**src/rtl/uart_rx_fifo.sv**
```systemverilog
// UART receiver with synchronizer, oversampled framing FSM and a first-word fall-through receive FIFO.
// Optional parity stage is compiled in when UART_RX_PARITY_EN is defined.
module uart_rx_fifo #(
  parameter int DATA_BITS  = 8,
  parameter int OVERSAMPLE = 16,
  parameter int FIFO_DEPTH = 4,
  parameter int RTS_MARGIN = 1,
  parameter int PARITY_ODD = 0
) (
  input  logic                          baud_clk,
  input  logic                          rst,
  input  logic                          rx,
  input  logic                          rd_en,
  input  logic                          clr_err,
  output logic [DATA_BITS-1:0]          rd_data,
  output logic                          data_valid,
  output logic                          rx_buffer_empty,
  output logic [$clog2(FIFO_DEPTH):0]   fifo_count,
  output logic                          rts,
  output logic                          frame_err,
  output logic                          parity_err,
  output logic                          overrun
);

  localparam int TW = $clog2(OVERSAMPLE);
  localparam int PW = $clog2(FIFO_DEPTH);
  localparam int CW = PW + 1;

  localparam logic [TW-1:0] HALF_LAST = TW'(OVERSAMPLE / 2 - 1);
  localparam logic [TW-1:0] FULL_LAST = TW'(OVERSAMPLE - 1);
  localparam logic [3:0]    BIT_LAST  = 4'(DATA_BITS - 1);

  localparam logic [2:0] IDLE      = 3'd0;
  localparam logic [2:0] START     = 3'd1;
  localparam logic [2:0] DATA      = 3'd2;
  localparam logic [2:0] PARITY    = 3'd3;
  localparam logic [2:0] STOP      = 3'd4;
  localparam logic [2:0] WAIT_IDLE = 3'd5;

  logic                 rx_meta;
  logic                 rx_s;
  logic [2:0]           state;
  logic [TW-1:0]        tick;
  logic [3:0]           bit_cnt;
  logic [DATA_BITS-1:0] shift;
  logic                 parity_bad;
  logic                 push;
  logic                 pop;
  logic                 full;
  logic                 wr;
  logic [PW-1:0]        wr_ptr;
  logic [PW-1:0]        rd_ptr;
  logic [DATA_BITS-1:0] mem [FIFO_DEPTH];

  always_ff @(posedge baud_clk) begin
    if (rst) begin
      rx_meta <= 1'b1;
      rx_s    <= 1'b1;
    end else begin
      rx_meta <= rx;
      rx_s    <= rx_meta;
    end
  end

  always_ff @(posedge baud_clk) begin
    if (rst) begin
      state     <= IDLE;
      tick      <= '0;
      bit_cnt   <= '0;
      shift     <= '0;
      frame_err <= 1'b0;
    end else begin
      frame_err <= 1'b0;
      case (state)
        IDLE: begin
          tick <= '0;
          if (!rx_s) state <= START;
        end
        START: begin
          if (tick == HALF_LAST) begin
            tick    <= '0;
            bit_cnt <= '0;
            state   <= rx_s ? IDLE : DATA;
          end else begin
            tick <= tick + 1'b1;
          end
        end
        DATA: begin
          if (tick == FULL_LAST) begin
            tick  <= '0;
            shift <= {rx_s, shift[DATA_BITS-1:1]};
            if (bit_cnt == BIT_LAST) begin
`ifdef UART_RX_PARITY_EN
              state <= PARITY;
`else
              state <= STOP;
`endif
            end else begin
              bit_cnt <= bit_cnt + 1'b1;
            end
          end else begin
            tick <= tick + 1'b1;
          end
        end
`ifdef UART_RX_PARITY_EN
        PARITY: begin
          if (tick == FULL_LAST) begin
            tick  <= '0;
            state <= STOP;
          end else begin
            tick <= tick + 1'b1;
          end
        end
`endif
        STOP: begin
          if (tick == FULL_LAST) begin
            tick <= '0;
            if (rx_s) begin
              state <= IDLE;
            end else begin
              frame_err <= 1'b1;
              state     <= WAIT_IDLE;
            end
          end else begin
            tick <= tick + 1'b1;
          end
        end
        WAIT_IDLE: begin
          if (rx_s) state <= IDLE;
        end
        default: state <= IDLE;
      endcase
    end
  end

`ifdef UART_RX_PARITY_EN
  // Parity verdict is latched at the parity sample and consulted at the stop sample.
  always_ff @(posedge baud_clk) begin
    if (rst) begin
      parity_bad <= 1'b0;
      parity_err <= 1'b0;
    end else begin
      parity_err <= 1'b0;
      if (state == PARITY && tick == FULL_LAST) begin
        parity_bad <= (rx_s != ((^shift) ^ (PARITY_ODD != 0)));
        parity_err <= (rx_s != ((^shift) ^ (PARITY_ODD != 0)));
      end
    end
  end
`else
  logic unused_parity_odd;
  assign unused_parity_odd = (PARITY_ODD != 0);
  assign parity_bad        = 1'b0;
  assign parity_err        = 1'b0;
`endif

  assign push = (state == STOP) && (tick == FULL_LAST) && rx_s && !parity_bad;
  assign pop  = rd_en && data_valid;
  assign full = (fifo_count == CW'(FIFO_DEPTH));
  assign wr   = push && (!full || pop);

  always_ff @(posedge baud_clk) begin
    if (wr) mem[wr_ptr] <= shift;
  end

  always_ff @(posedge baud_clk) begin
    if (rst) begin
      wr_ptr     <= '0;
      rd_ptr     <= '0;
      fifo_count <= '0;
      overrun    <= 1'b0;
    end else begin
      if (wr)  wr_ptr <= wr_ptr + 1'b1;
      if (pop) rd_ptr <= rd_ptr + 1'b1;
      case ({wr, pop})
        2'b10:   fifo_count <= fifo_count + 1'b1;
        2'b01:   fifo_count <= fifo_count - 1'b1;
        default: fifo_count <= fifo_count;
      endcase
      // A new overrun takes priority over a clear in the same cycle.
      if (push && full && !pop) overrun <= 1'b1;
      else if (clr_err)         overrun <= 1'b0;
    end
  end

  assign data_valid      = (fifo_count != '0);
  assign rx_buffer_empty = !data_valid;
  assign rd_data         = data_valid ? mem[rd_ptr] : '0;
  assign rts             = (fifo_count < CW'(FIFO_DEPTH - RTS_MARGIN));

endmodule

```
**config.mk**
```make
export PLATFORM = sky130hd
export DESIGN_NAME = uart_rx_fifo
export DESIGN_NICKNAME = d
export VERILOG_FILES = /design/src/rtl/uart_rx_fifo.sv
export SDC_FILE = /design/constraint.sdc
export NUM_CORES = 1
export LEC_CHECK = 0
export BUFFER_PORTS_ARGS = -buffer_cell sky130_fd_sc_hd__buf_4
export CAP_MARGIN = 20
export CORE_UTILIZATION = 53
export DETAILED_ROUTE_END_ITERATION = 8
export PLACE_DENSITY = 0.75
export SLEW_MARGIN = 20
export SYNTH_ARGS = -nofsm -noshare
export SYNTH_HDL_FRONTEND = slang
export SYNTH_SLANG_ARGS = --single-unit
```
**constraint.sdc**
```tcl
create_clock -name baud_clk -period 2.1 [get_ports baud_clk]
set_clock_uncertainty 0.05 [all_clocks]
set_input_delay 0 -clock baud_clk [delete_from_list [all_inputs] [get_ports baud_clk]]
set_output_delay 0 -clock baud_clk [all_outputs]
set_load 0.02 [all_outputs]
```
==> flow_summary.toml <==
[synthesis]
synthesis.nets = 250
synth_top_area_share_pct = 34.1
ys_types = 52
synth-async-reset-ratio_pct = 0
syn_area_sq_um = 2820
synth_ff_type = "edfxtp_1"
yosys.area.top_type = "edfxtp_1"
synth_edf_count = 32
yosys_warnings = 0
ys_top_cells_by_area = "edfxtp_1 34%, dfxtp_1 23%, mux4_2 6.4%, and2_1 3.1%, a21oi_1 3.0%"
synth-seq-cells = 64
avgSynthCellArea_sq_um = 11.8
syn_inst = 238
seq_area_frac_synth_pct = 56.9

[clocking]
cts_buffers = 9
clockRootBuffer = "clkbuf_8"
clk_pin_slew_ns = 0.07
post_cts_buffers = 0
clk_path_buf_depth = 2
clock_latency_ns = 0.34
h-tree-depth = 3
cts_tree = "built"
cts_sinks = 64

[grt]
use_met2_pct = 36.1
grt_pass1_wl_microns = 8320
grt_pass1_vias = 1732
grt_use_met1_pct = 24.6
antenna_found_initial = 0
met3_usage_pct = 6.02
grt_start_max_net_pins = 33
track_usage_pct = 21.0
grt-ovfl-total = 0
globalRoute.busiestLayer = "met2"

[floorplanning]
fp.dieW_microns = 74.9
dieArea_sq_um = 5610
start_util_pct = 55.1
rows = 26
core_area_sq_um = 5110
num_io_pins = 22
dieHeight_microns = 74.9

[final_layout]
num-nets-final = 287
design_area_sq_um = 3380
final_common_cell = "buf_4"
n_antenna_cell = 0
layout_common_cells = "35 x buf_4, 32 x edfxtp_1, 30 x dfxtp_1, 22 x nand2_1, 17 x a21oi_1"
stdcell_count = 350
final_util_pct = 66.2
fillers = 405
syn2layout_area_growth_pct = 20.1
layout-drive-gt1-share_pct = 25.7

[power_and_ir_drop]
combPwrFrac_pct = 1.6
power.total_mw = 2.46
p_int_mw = 1.98
seqPwrFrac_pct = 52.9
p_sw_mw = 0.482
power.leakage_nw = 1.18
sw_frac_of_total_pct = 19.6
p_clk_share_pct = 45.4
p_per_area_nw_per_um2 = 728
vdd_drop_max_mv = 0.359

[hold_path]
worstHoldEndpoint = "fifo_count[2]"
min_from = "rd_en"
hp-class = "in -> reg"
hold_path_depth = 3

[timing]
hold_violations = 0
rsz0062_at_grt = "no"
layout_setup_ws_ns = 0.101
maxSlewViolCount = 0
tns_ns = 0
relSlewSlack_pct = 63.7
min_period_over_period_pct = 95.2
fmax_mhz = 500
period_minus_slack_ns = 2.00
whs_ns = 0.0344
setup_viol = 0
worstMarginPinSlew_ns = 0.543

[worst_setup_path]
crit_slowest_cell = "dfxtp_2"
crit_path_start_kind = "flip-flop"
crit_chain = "ha_4 > and3_1 > a21o_1 > inv_1 > fa_2 > inv_1 > nor4_1 > a311o_1 > a31oi_1"
r2r-start = "tick[0]"
r2r_slack_ns = 0.10
cp_max_fo = 3
crit_required_ns = 2.27
timing.rr.end = "fifo_count[2]"
cp_data_arrival_time_ns = 2.17
cp_common_cell = "inv_1"
max_stage_delay_ns = 0.34
end_kind = "flip-flop"
critPathKind = "reg -> reg"
reg2regPathDepth = 9

[placement]
gp_congestion = 0.785
post_dp_cell_area_sq_um = 3120
dp_hpwl_microns = 3480
io_buffers = 20
dp_cells = 330
post-place-ws_ns = 0.0977

[routing]
wire_per_inst_microns = 14.7
firstDrtPassIters = 4
drc = 0
drtIter0Drc = 93
postRouteWirelength_microns = 5150
ant_nets = 0
num_vias = 1887
via_per_inst = 5.39

[run_status]
run_status = "complete, no violations"

[job]
drv_cap = 0
## power groups by stage
stage,registers (mW),clock network [mW],logic [mW]
final,1.30,1.12,0.0398
after detailed placement,1.33,0,0.0348
after global placement,1.33,0,0.0344
after floorplan,1.33,0,0.0234
after CTS,1.30,1.14,0.0392
after global routing,1.30,1.18,0.0436
## metal layers
metal	routed length (microns)	share of wire [%]	vias up
met2	2640	51	29
met4	93	1.8	0
li1	-	-	946
met3	151	2.9	11
met1	2270	44	901
met5	0	0	-
## how the worst max path moves through the flow
stage	slack (ns)	depth (start not counted)	from	to
after floorplan	0.000005	9	fifo_count[0]	fifo_count[2]
after global placement	0.14	9	tick[1]	fifo_count[2]
after detailed placement	0.1	9	tick[0]	fifo_count[2]
after CTS	0.05	9	tick[0]	fifo_count[2]
after global routing	0.01	9	tick[1]	fifo_count[2]
final	0.10	9	tick[0]	fifo_count[2]
## worst max-delay path: cells and delay by family (launching register included)
kind,cells,cell delay (ns)
fa+ha+maj,2,0.37
flops,1,0.34
buf+inv,2,0.17
simple gates,2,0.53
compound gates,3,0.43
## cell usage after synthesis, types with 2 or more instances
cell type and instances:
dfxtp_1 32, edfxtp_1 32, nand2_1 22, a21oi_1 17, and2_1 14, nor2_1 12, o21ai_0 9, mux4_2 8
inv_1 7, nand3_1 7, clkbuf_1 6, ha_1 6, buf_2 5, nor3_1 5, a31oi_1 3, mux2i_1 3
or3_1 3, or4_1 3, xor2_1 3, a211oi_1 2, a32oi_1 2, maj3_1 2, nand2_2 2, nand3b_1 2
nor2b_1 2, nor4_1 2, or2_2 2
## layout make-up
type	count	area, sq um	share of cell area, %
Timing Repair Buffer	39	303	8.95
Multi-Input combinational cell	154	1150	34.0
Clock buffer	10	128	3.77
Inverter	7	26.3	0.777
Clock inverter	6	83.8	2.48
Sequential cell	64	1600	47.4
Tap cell	70	87.6	2.59
## registers in the layout, indices dropped and copies added (netlist names), named ones only
signal and flops:
overrun 1, state 3, shift 8, frame_err 1, fifo_count 3, rd_ptr 2, rx_s 1, tick 4
rx_meta 1, mem 32, bit_cnt 4, wr_ptr 2
## kinds of logic (layout without fill, tap and decap cells)
family	after synthesis	count (layout)	synth area share [%]
xor+xnor	4	4	1.24
other cells	1	1	0.133
simple gates	89	89	17.8
buf+inv	20	62	3.29
mux	11	11	7.46
compound gates	40	40	9.11
fa+ha+maj	9	9	4.09
flops	64	64	56.9
## timing repair
item | CTS | global route
endpoints found under the hold margin | 15 | 0
hold buffers | 4 | 0
setup endpoints to repair | 0 | 1
resized for setup | 0 | 2
Note: power is estimated with default switching activity, not from simulation.
